<file path="config.mk">
export PLATFORM = sky130hd
export DESIGN_NAME = fwd_hazard_unit
export DESIGN_NICKNAME = d
export VERILOG_FILES = /design/src/rtl/fwd_hazard_unit_pkg.sv /design/src/rtl/fwd_port_sel.sv /design/src/rtl/fwd_hazard_unit.sv
export SDC_FILE = /design/constraint.sdc
export NUM_CORES = 1
export LEC_CHECK = 0
export BUFFER_PORTS_ARGS = -buffer_cell sky130_fd_sc_hd__buf_2
export CAP_MARGIN = 20
export CORE_UTILIZATION = 52
export CTS_CLUSTER_DIAMETER = 50
export DETAILED_ROUTE_END_ITERATION = 8
export MAX_ROUTING_LAYER = met4
export PLACE_DENSITY = 0.78
export SLEW_MARGIN = 20
export SYNTH_ARGS = -nofsm -noshare
export SYNTH_HDL_FRONTEND = slang
export SYNTH_HIERARCHICAL = 1
export SYNTH_SLANG_ARGS = --single-unit
</file>
<file path="constraint.sdc">
create_clock -name clk -period 3.25 [get_ports clk]
set_input_delay 0.1625 -clock clk [delete_from_list [all_inputs] [get_ports clk]]
set_output_delay 0.1625 -clock clk [all_outputs]
set_load 0.03 [all_outputs]
</file>
<file path="src/rtl/fwd_hazard_unit_pkg.sv">
// Shared definitions for the ID-stage forwarding / hazard unit.
// Holds the default datapath widths, the zero-register address, the
// enable polarities, the hazard FSM state encoding and the forward
// source encoding used by the per-port priority mux.
package fwd_hazard_unit_pkg;

    localparam int RADDR_WIDTH = 5;
    localparam int RDATA_WIDTH = 32;

    // x0 is hardwired to zero: it is never forwarded and never busy.
    localparam logic [RADDR_WIDTH-1:0] ZERO = '0;

    localparam logic READ_ENABLE  = 1'b1;
    localparam logic WRITE_ENABLE = 1'b1;

    typedef enum logic [1:0] {
        FH_RUN  = 2'd0,
        FH_LOAD = 2'd1,
        FH_LAT  = 2'd2
    } fh_state_e;

    typedef enum logic [2:0] {
        FW_NONE = 3'd0,
        FW_EXE  = 3'd1,
        FW_MEM  = 3'd2,
        FW_LAT  = 3'd3,
        FW_WB   = 3'd4
    } fw_src_e;

endpackage

</file>
<file path="src/rtl/fwd_port_sel.sv">
// Single read-port forwarding priority mux.
// Picks the youngest in-flight producer of the requested register:
// EXE (non-load) > MEM > completing long-latency result > WB.
// Ports:
//   re, raddr                      - read enable / address of this port
//   exe_*, mem_*, wb_*             - pipeline stage results
//   lat_done, lat_done_waddr/wdata - long-latency completion this cycle
//   fw_en, fw_data                 - forward valid / data (0 when no hit)
//   load_hit                       - port matches a load still in EXE
module fwd_port_sel
    import fwd_hazard_unit_pkg::*;
#(
    parameter int RADDR_W = RADDR_WIDTH,
    parameter int RDATA_W = RDATA_WIDTH
) (
    input  logic               re,
    input  logic [RADDR_W-1:0] raddr,
    input  logic [RADDR_W-1:0] exe_waddr,
    input  logic [RDATA_W-1:0] exe_wdata,
    input  logic               exe_we,
    input  logic               exe_is_load,
    input  logic [RADDR_W-1:0] mem_waddr,
    input  logic [RDATA_W-1:0] mem_wdata,
    input  logic               mem_we,
    input  logic               lat_done,
    input  logic [RADDR_W-1:0] lat_done_waddr,
    input  logic [RDATA_W-1:0] lat_done_wdata,
    input  logic [RADDR_W-1:0] wb_waddr,
    input  logic [RDATA_W-1:0] wb_wdata,
    input  logic               wb_we,
    output logic               fw_en,
    output logic [RDATA_W-1:0] fw_data,
    output logic               load_hit
);

    fw_src_e src;
    logic    active;
    logic    exe_match;

    assign active    = (re == READ_ENABLE) && (raddr != RADDR_W'(ZERO));
    assign exe_match = (exe_we == WRITE_ENABLE) && (exe_waddr == raddr);

    always_comb begin
        src      = FW_NONE;
        load_hit = 1'b0;
        if (active) begin
            load_hit = exe_match && exe_is_load;
            // A matching load has no data yet; fall through to older
            // stages (the stall covers the cycle anyway).
            if (exe_match && !exe_is_load) begin
                src = FW_EXE;
            end else if ((mem_we == WRITE_ENABLE) && (mem_waddr == raddr)) begin
                src = FW_MEM;
            end else if (lat_done && (lat_done_waddr == raddr)) begin
                src = FW_LAT;
            end else if ((wb_we == WRITE_ENABLE) && (wb_waddr == raddr)) begin
                src = FW_WB;
            end
        end
    end

    always_comb begin
        fw_en   = 1'b1;
        fw_data = '0;
        case (src)
            FW_EXE:  fw_data = exe_wdata;
            FW_MEM:  fw_data = mem_wdata;
            FW_LAT:  fw_data = lat_done_wdata;
            FW_WB:   fw_data = wb_wdata;
            default: fw_en   = 1'b0;
        endcase
    end

endmodule

</file>
<file path="src/rtl/fwd_hazard_unit.sv">
// ID-stage forwarding and hazard unit.
// Forwards NUM_RPORTS operands from EXE/MEM/long-latency/WB, detects
// load-use hazards and RAW/WAW hazards against a per-register busy
// scoreboard of outstanding long-latency writes, drives stall_o and keeps
// saturating stall statistics plus a sticky long-latency timeout flag.
// Ports:
//   clk, rst_n                 - clock, async active-low reset
//   raddr_i, re_i              - ID read addresses / enables (packed per port)
//   id_waddr_i, id_we_i        - ID destination (WAW check)
//   exe_*, mem_*, wb_*         - pipeline stage results
//   lat_issue_i, lat_waddr_i   - long-latency op leaving ID
//   lat_done_*                 - long-latency completion
//   fw_en_o, fw_data_o         - per-port forward valid / data
//   stall_o                    - combinational pipeline stall
//   stall_cnt_load_o/_lat_o    - saturating stall counters
//   timeout_o                  - sticky long-latency timeout
//
// state   | meaning
// FH_RUN  | no stall last cycle
// FH_LOAD | last cycle stalled on a load-use hazard
// FH_LAT  | stalling on a busy register; lat_run counts these cycles
module fwd_hazard_unit
    import fwd_hazard_unit_pkg::*;
#(
    parameter int NUM_RPORTS = 2,
    parameter int RADDR_W    = RADDR_WIDTH,
    parameter int RDATA_W    = RDATA_WIDTH,
    parameter int TIMEOUT    = 64,
    parameter int CNT_W      = 32
) (
    input  logic                          clk,
    input  logic                          rst_n,
    input  logic [NUM_RPORTS*RADDR_W-1:0] raddr_i,
    input  logic [NUM_RPORTS-1:0]         re_i,
    input  logic [RADDR_W-1:0]            id_waddr_i,
    input  logic                          id_we_i,
    input  logic [RADDR_W-1:0]            exe_waddr_i,
    input  logic [RDATA_W-1:0]            exe_wdata_i,
    input  logic                          exe_we_i,
    input  logic                          exe_is_load_i,
    input  logic [RADDR_W-1:0]            mem_waddr_i,
    input  logic [RDATA_W-1:0]            mem_wdata_i,
    input  logic                          mem_we_i,
    input  logic [RADDR_W-1:0]            wb_waddr_i,
    input  logic [RDATA_W-1:0]            wb_wdata_i,
    input  logic                          wb_we_i,
    input  logic                          lat_issue_i,
    input  logic [RADDR_W-1:0]            lat_waddr_i,
    input  logic                          lat_done_i,
    input  logic [RADDR_W-1:0]            lat_done_waddr_i,
    input  logic [RDATA_W-1:0]            lat_done_wdata_i,
    output logic [NUM_RPORTS-1:0]         fw_en_o,
    output logic [NUM_RPORTS*RDATA_W-1:0] fw_data_o,
    output logic                          stall_o,
    output logic [CNT_W-1:0]              stall_cnt_load_o,
    output logic [CNT_W-1:0]              stall_cnt_lat_o,
    output logic                          timeout_o
);

    localparam int REG_NUM = 2 ** RADDR_W;
    localparam int LRUN_W  = $clog2(TIMEOUT) + 1;

    logic [REG_NUM-1:0]    busy_q;
    logic [REG_NUM-1:0]    busy_d;
    logic [NUM_RPORTS-1:0] load_hit;
    logic [NUM_RPORTS-1:0] raw_hit;
    logic                  load_haz;
    logic                  lat_haz;
    logic                  waw_hit;
    logic                  busy_set;
    fh_state_e             state_q;
    fh_state_e             state_d;
    logic [LRUN_W-1:0]     lat_run_q;

    for (genvar k = 0; k < NUM_RPORTS; k++) begin : g_port
        logic [RADDR_W-1:0] raddr_k;
        assign raddr_k = raddr_i[k*RADDR_W +: RADDR_W];

        fwd_port_sel #(
            .RADDR_W (RADDR_W),
            .RDATA_W (RDATA_W)
        ) u_sel (
            .re             (re_i[k]),
            .raddr          (raddr_k),
            .exe_waddr      (exe_waddr_i),
            .exe_wdata      (exe_wdata_i),
            .exe_we         (exe_we_i),
            .exe_is_load    (exe_is_load_i),
            .mem_waddr      (mem_waddr_i),
            .mem_wdata      (mem_wdata_i),
            .mem_we         (mem_we_i),
            .lat_done       (lat_done_i),
            .lat_done_waddr (lat_done_waddr_i),
            .lat_done_wdata (lat_done_wdata_i),
            .wb_waddr       (wb_waddr_i),
            .wb_wdata       (wb_wdata_i),
            .wb_we          (wb_we_i),
            .fw_en          (fw_en_o[k]),
            .fw_data        (fw_data_o[k*RDATA_W +: RDATA_W]),
            .load_hit       (load_hit[k])
        );

        // A result completing this cycle is bypassed, not stalled on.
        assign raw_hit[k] = re_i[k] && (raddr_k != RADDR_W'(ZERO)) && busy_q[raddr_k]
                            && !(lat_done_i && (lat_done_waddr_i == raddr_k));
    end

    assign waw_hit  = id_we_i && busy_q[id_waddr_i];
    assign load_haz = |load_hit;
    assign lat_haz  = (|raw_hit) || waw_hit;
    assign stall_o  = load_haz || lat_haz;

    // A stalled issue never leaves ID, so it must not mark its target busy.
    assign busy_set = lat_issue_i && (lat_waddr_i != RADDR_W'(ZERO)) && !stall_o;

    always_comb begin
        busy_d = busy_q;
        if (lat_done_i) busy_d[lat_done_waddr_i] = 1'b0;
        if (busy_set)   busy_d[lat_waddr_i]      = 1'b1;
        busy_d[0] = 1'b0;
    end

    always_comb begin
        state_d = state_q;
        case (state_q)
            FH_RUN: begin
                if (load_haz)     state_d = FH_LOAD;
                else if (lat_haz) state_d = FH_LAT;
            end
            FH_LOAD: state_d = lat_haz ? FH_LAT : FH_RUN;
            FH_LAT:  state_d = lat_haz ? FH_LAT : FH_RUN;
            default: state_d = FH_RUN;
        endcase
    end

    always_ff @(posedge clk or negedge rst_n) begin
        if (!rst_n) begin
            busy_q           <= '0;
            state_q          <= FH_RUN;
            stall_cnt_load_o <= '0;
            stall_cnt_lat_o  <= '0;
            lat_run_q        <= '0;
            timeout_o        <= 1'b0;
        end else begin
            busy_q  <= busy_d;
            state_q <= state_d;
            if (load_haz && (stall_cnt_load_o != '1))
                stall_cnt_load_o <= stall_cnt_load_o + CNT_W'(1);
            if (lat_haz && !load_haz && (stall_cnt_lat_o != '1))
                stall_cnt_lat_o <= stall_cnt_lat_o + CNT_W'(1);
            if (state_q != FH_LAT) begin
                lat_run_q <= '0;
            end else begin
                // Hold at the terminal count rather than wrap.
                if (lat_run_q != LRUN_W'(TIMEOUT - 1))
                    lat_run_q <= lat_run_q + LRUN_W'(1);
                else
                    timeout_o <= 1'b1;
            end
        end
    end

endmodule

</file>
==> results.cfg, run 1 <==
[clocking]
ctsHtreeMaxLevel = 3
clock_path_buffers = 2
cts.sinks = 105
cts_tree = yes
cts_buffers = 9
path_clk_slew_ns = 0.08
cts-root-buf = clkbuf_16
insertion_delay_ns = 0.35

[timing]
slew_headroom_pct = 40.8
fin_worst_skew_ns = 0.0129
setup_violations = 0
worst_pin_slew_ns = 0.881
rsz0062_at_grt = false
setup_ws_ns = 0.136
fin_crit_sh_pct = 95.8
hold_viol = 0
period_needed_ns = 3.11
max_freq_ghz = 0.321
drv_slew = 0
setup-tns-final_ns = 0

[yosys]
synth_largest_area_cell = dfrtp_1
synthFlopType = dfrtp_1
syn-instance-count = 947
synth_simple_gate_area_share_pct = 20.9
netlist_area_um2 = 9280
synth.area.top_cells = dfrtp_1 (28%), a221oi_2 (9.7%), o31ai_2 (8.1%)
synth.distinct_cells = 61
synth_fa_ha_area_share_pct = 0.809
synth-async-reset-ratio_pct = 100
synth-xor-area-share_pct = 11.2
avgSynthCellArea_um2 = 9.80
synthMuxAreaShare_pct = 6.59
yosysWarnings = 6
ys_ff_latch = 105
synth_top_family_by_area = compound AO/OA/AOI/OAI gates
synth_seq_area_share_pct = 28.3
synth-compound-area-share_pct = 25.5
synth_edf_count = 0
syn_nets = 1132
synth_top_area_share_pct = 28.3

[floorplanning]
ios = 311
die_area_um2 = 18400
rows = 48
die_h_um = 136
fp.dieW_um = 136
start_util_pct = 53.5
core_um2 = 17400

[setup_path]
startpoint_type = register
rrSetupSlack_ns = 0.25
critical_path_class = reg -> out
critPathMaxFanout = 30
cp.required_ns = 3.09
worstPathArrival_ns = 2.95
cp-end-kind = output pin

[finish]
n_fill_cell = 1449
fin_util_pct = 64.6
nNetsFinal = 1406
areaGrowthSynthToFinish_pct = 20.8
final_common_cell = buf_2
final_cell_mix = buf_2 (309), dfrtp_1 (105), nand2_1 (102), xnor2_1 (79), nor3_1 (70)
drive_above_1_share_pct = 43.6

[placement]
place.gp.congestion = 0.933
portBuffers = 310
place_ws_ns = 0.215
dp_hpwl_um = 23300

[power_and_ir_drop]
peakVddDrop_mv = 0.451
p_comb_share_pct = 33.0
finalPower_mw = 4.08
power.internal_mw = 2.59
p_leak_nw = 4.89
seqPwrFrac_pct = 41.2
pwr-share-clk_pct = 25.8
switching_share_pct = 36.4
p_per_area_nw_per_um2 = 364
p_sw_mw = 1.48

[global_routing]
track_usage_pct = 34.5
grt_max_degree = 56
met1_usage_pct = 42.9
globalRouteOverflowTotal = 0
grt.busiest_layer = met2
antenna_found_initial = 7
grt_use_met3_pct = 8.16
grt_pass1_wl_um = 48000
grt_pass1_vias = 8938
use_met2_pct = 52.9

[routing]
drt_iter0_drc = 806
via_count = 9342
totalWireLength_um = 31100
routed_via_density = 6.41
wl_per_cell_um = 21.3
drc_errors = 0
first_pass_iters = 7
drtAntennaViolNets = 0

[flow_run]
maxCapViolCount = 0

[status]
status = completed

[hold_path]
hp-class = in -> reg
## worst max-delay path, stage by stage (launching register included)
cell and delay (ns):
dfrtp_1 0.42, mux4_2 0.47, mux4_2 0.45, and3_1 0.20
a21oi_2 0.16, o311ai_4 0.18, buf_12 0.22, or2_2 0.29
buf_2 0.18
## flip-flops by register name (all words and copies together) (netlist names)
name,cells
stall_cnt_lat_o,32
stall_cnt_load_o,32
busy_q,31
lat_run_q,7
state_q,2
timeout_o,1
## through the flow
| step | instances | hold WS, ns | cell area (um^2) |
|---|---|---|---|
| 3_5_place_dp | 1433 | 0.252 | 10900 |
| 2_1_floorplan | 947 | -0.133 | 9280 |
| 4_1_cts | 1451 | 0.105 | 11200 |
| 5_1_grt | 1458 | 0.114 | 11200 |
| 3_3_place_gp | 1433 | 0.250 | 10900 |
| 6_report | 1458 | 0.115 | 11200 |
## worst paths after layout
path / start / endpoint / cells past startpoint
max in group asynchronous: rst_n / state_q[0] / 3
min reg2reg: stall_cnt_lat_o[22] / stall_cnt_lat_o[22] / 1
max reg2reg: busy_q[23] / busy_q[6] / 8
min in group asynchronous: rst_n / stall_cnt_load_o[5] / 2
max: busy_q[23] / stall_o / 8
min: lat_waddr_i[2] / busy_q[16] / 2
## synthesized netlist by cell type, drive strengths merged, types with 3 or more instances
| master | n |
|---|---|
| nand2 | 102 |
| and3 | 26 |
| or3b | 4 |
| buf | 39 |
| nand4 | 27 |
| nor3b | 3 |
| nor2b | 8 |
| xor2 | 28 |
| nand3b | 10 |
| or4 | 5 |
| dfrtp | 105 |
| mux2i | 6 |
| mux4 | 21 |
| nand2b | 4 |
| nor4 | 8 |
| mux2 | 7 |
| ha | 6 |
| o31ai | 73 |
| nand3 | 49 |
| xnor2 | 85 |
| and2 | 8 |
| o21bai | 3 |
| o211ai | 3 |
| a221oi | 65 |
| a21oi | 7 |
| clkbuf | 40 |
| or2 | 5 |
| nor3 | 72 |
| o21ai | 63 |
| inv | 6 |
| a31oi | 5 |
| and4 | 11 |
| nor2 | 26 |
## cells by family (layout without fill, tap and decap cells)
family                   Yosys count  count (layout)
AO/OA/AOI/OAI                    233             233
XOR/XNOR                         113             113
adder cells (fa/ha/maj)            6               6
buffers and inverters             85             364
flip-flops                       105             105
multiplexers                      34              34
other                              0               7
AND/OR/NAND/NOR                  371             371
## power groups by stage
stage | Combinational [mW] | Clock, mW | Sequential [mW]
CTS | 1.33 | 1.06 | 1.67
finish | 1.35 | 1.05 | 1.68
global route | 1.45 | 1.12 | 1.71
detailed placement | 1.32 | 0 | 1.70
global placement | 1.29 | 0 | 1.68
floorplan | 0.781 | 0 | 1.73
## repair_timing
| item | 4_1_cts | 5_1_grt |
|---|---|---|
| setup endpoints to repair | 1 | 1 |
| hold buffers | 1 | 0 |
| pin swaps | 1 | 0 |
| buffers inserted | 1 | 0 |
| hold endpoints to repair | 53 | 0 |
| gates resized for setup | 0 | 1 |
## layout make-up
| class | instances | area [um^2] | share of cell area, % |
|---|---|---|---|
| multi-input cells | 757 | 6100 | 54.4 |
| flip-flops and latches | 105 | 2630 | 23.4 |
| repair buffers | 342 | 1870 | 16.7 |
| well taps | 225 | 282 | 2.51 |
| clock buffers | 10 | 239 | 2.13 |
| clock inverters | 6 | 48.8 | 0.435 |
| inverters | 6 | 22.5 | 0.201 |
| diodes | 7 | 17.5 | 0.156 |
## layer usage
layer | vias to the layer above | wire [um]
li1 | 4178 | -
met1 | 4516 | 12600
met2 | 531 | 14700
met3 | 117 | 2520
met4 | 0 | 1340
met5 | - | 0
No activity file was read; power rests on OpenSTA's default activity.
==> inputs of run 2 (changes only) <==
Settings changed: BUFFER_PORTS_ARGS -buffer_cell sky130_fd_sc_hd__buf_2 to not set, CORE_UTILIZATION 52 to 55, DONT_BUFFER_PORTS set to 1, PLACE_DENSITY 0.78 to 0.66, REMOVE_ABC_BUFFERS set to 1.
==> run 2 against run 1 <==
Against the previous run: first-iteration DRC count rose by 13%; non-clock buffer count fell by 249; clock skew fell by 0.0038 ns; flip-flop and latch count did not move; fmax fell by 2.5%; sequential share of layout area rose by 2.8 points; power fell by 8.8%; sequential power rose by 5%; clock power fell by 8%; clock-buffer cell count did not move.
==> results.cfg, run 2 (synthesis gave the netlist of run 1 again) <==
[setup_path]
startpoint = busy_q[29]
cp-end-kind = output pin
r2r_end = busy_q[14]
r2r-start = busy_q[29]
worstPathArrival_ns = 3.03
rrSetupSlack_ns = 0.17
endpoint = stall_o
startpoint_type = register
critical_path_class = reg -> out
cp.required_ns = 3.09
reg2regPathDepth = 8
critPathMaxFanout = 39

[finish]
nNetsFinal = 1157
final_area_um2 = 10000
n_fill_cell = 1400
instances_no_fill = 1194
final_common_cell = dfrtp_1
areaGrowthSynthToFinish_pct = 8.05
diodes = 0
final_cell_mix = dfrtp_1 (105), nand2_1 (102), buf_4 (87), xnor2_1 (79), nor3_1 (70)
reg_top3 = stall_cnt_lat_o (32), stall_cnt_load_o (32), busy_q (31)
fin_util_pct = 60.7
drive_above_1_share_pct = 28.6

[global_routing]
globalRouteOverflowTotal = 0
use_met2_pct = 50.0
grt_use_met3_pct = 14.6
track_usage_pct = 35.1
grt_pass1_wl_um = 46900
grt_max_degree = 106
antenna_found_initial = 0
met1_usage_pct = 44.1
grt_pass1_vias = 8192
grt.busiest_layer = met2

[clocking]
cts_buffers = 9
cts-root-buf = clkbuf_16
cts.sinks = 105
clock_path_buffers = 2
cts_tree = yes
path_clk_slew_ns = 0.07
ctsHtreeMaxLevel = 3
insertion_delay_ns = 0.35

[power_and_ir_drop]
peakVddDrop_mv = 0.513
switching_share_pct = 34.3
power.internal_mw = 2.44
p_per_area_nw_per_um2 = 371
pwr-share-clk_pct = 25.9
p_comb_share_pct = 26.3
p_leak_nw = 3.77
seqPwrFrac_pct = 47.7
p_sw_mw = 1.27
finalPower_mw = 3.72

[routing]
totalWireLength_um = 30300
wl_per_cell_um = 25.4
drc_errors = 0
first_pass_iters = 6
drtAntennaViolNets = 0
routed_via_density = 7.11
via_count = 8494
drt_iter0_drc = 912

[placement]
dp_cells = 1176
portBuffers = 0
place.gp.congestion = 0.938
place_ws_ns = 0.351
placed_area_um2 = 9710
dp_hpwl_um = 22100

[timing]
rsz0062_at_grt = false
max_freq_ghz = 0.313
fin_crit_sh_pct = 98.3
setup_ws_ns = 0.0560
drv_slew = 0
fin_worst_skew_ns = 0.00917
hold_viol = 0
setup_violations = 0
worst_pin_slew_ns = 0.815
slew_headroom_pct = 45.3
period_needed_ns = 3.19

[floorplanning]
core_um2 = 16500
ios = 311
start_util_pct = 56.2
rows = 47
die_h_um = 132
fp.dieW_um = 132
die_area_um2 = 17400

[flow_run]
maxCapViolCount = 0

[hold_path]
hp-class = in -> reg

[status]
status = completed
## run 2: per-stage QoR
stage / hold WS (ns) / setup TNS, ns
3_5_place_dp: -0.131 / 0
6_report: 0.0143 / 0
2_1_floorplan: -0.133 / -70.69
4_1_cts: 0.00404 / 0
3_3_place_gp: -0.131 / 0
5_1_grt: 0.000719 / 0
## run 2: worst min-delay path by stage
stage | from | end | cells past startpoint
2_1_floorplan | rst_n | busy_q[10] | 0
3_3_place_gp | rst_n | stall_cnt_load_o[2] | 0
3_5_place_dp | rst_n | stall_cnt_load_o[2] | 0
4_1_cts | lat_waddr_i[3] | busy_q[12] | 2
5_1_grt | lat_waddr_i[3] | busy_q[12] | 2
6_report | lat_waddr_i[3] | busy_q[12] | 2
## run 2: routing by layer
metal | share of wire, % | vias up | wire length (um)
met5 | 0 | - | 0
met2 | 44 | 604 | 13300
met4 | 4.1 | 0 | 1250
li1 | - | 3652 | -
met3 | 14 | 108 | 4180
met1 | 38 | 4130 | 11600
## run 2: area by class of cell
cell class	instances	area [um^2]	share of cell area, %
sequential	105	2630	26.2
clock inverter	3	21.3	0.212
timing repair buffer	93	751	7.49
tap	220	275	2.75
multi-input combinational	757	6100	60.8
clock buffer	10	229	2.28
inverter	6	22.5	0.225
## run 2: power by group through the flow
stage                     Clock, mW  Combinational [mW]  Sequential [mW]
after global placement            0               0.898             1.76
after global routing           1.04                1.06             1.80
after detailed placement          0               0.926             1.79
after CTS                     0.983               0.965             1.77
final                         0.965               0.980             1.77
after floorplan                   0               0.699             1.73
## run 2: repair_timing
item	4_1_cts	5_1_grt
endpoints found under the hold margin	106	0
setup endpoints to repair	0	1
resized for setup	0	0
setup buffers	0	1
hold buffers	4	0
## run 2: worst max-delay path, cell delays in order (launching register included)
cell,delay [ns]
dfrtp_1,0.43
mux4_2,0.48
mux4_2,0.47
and3_1,0.19
a21oi_1,0.21
o311ai_4,0.24
buf_12,0.24
or2_2,0.39
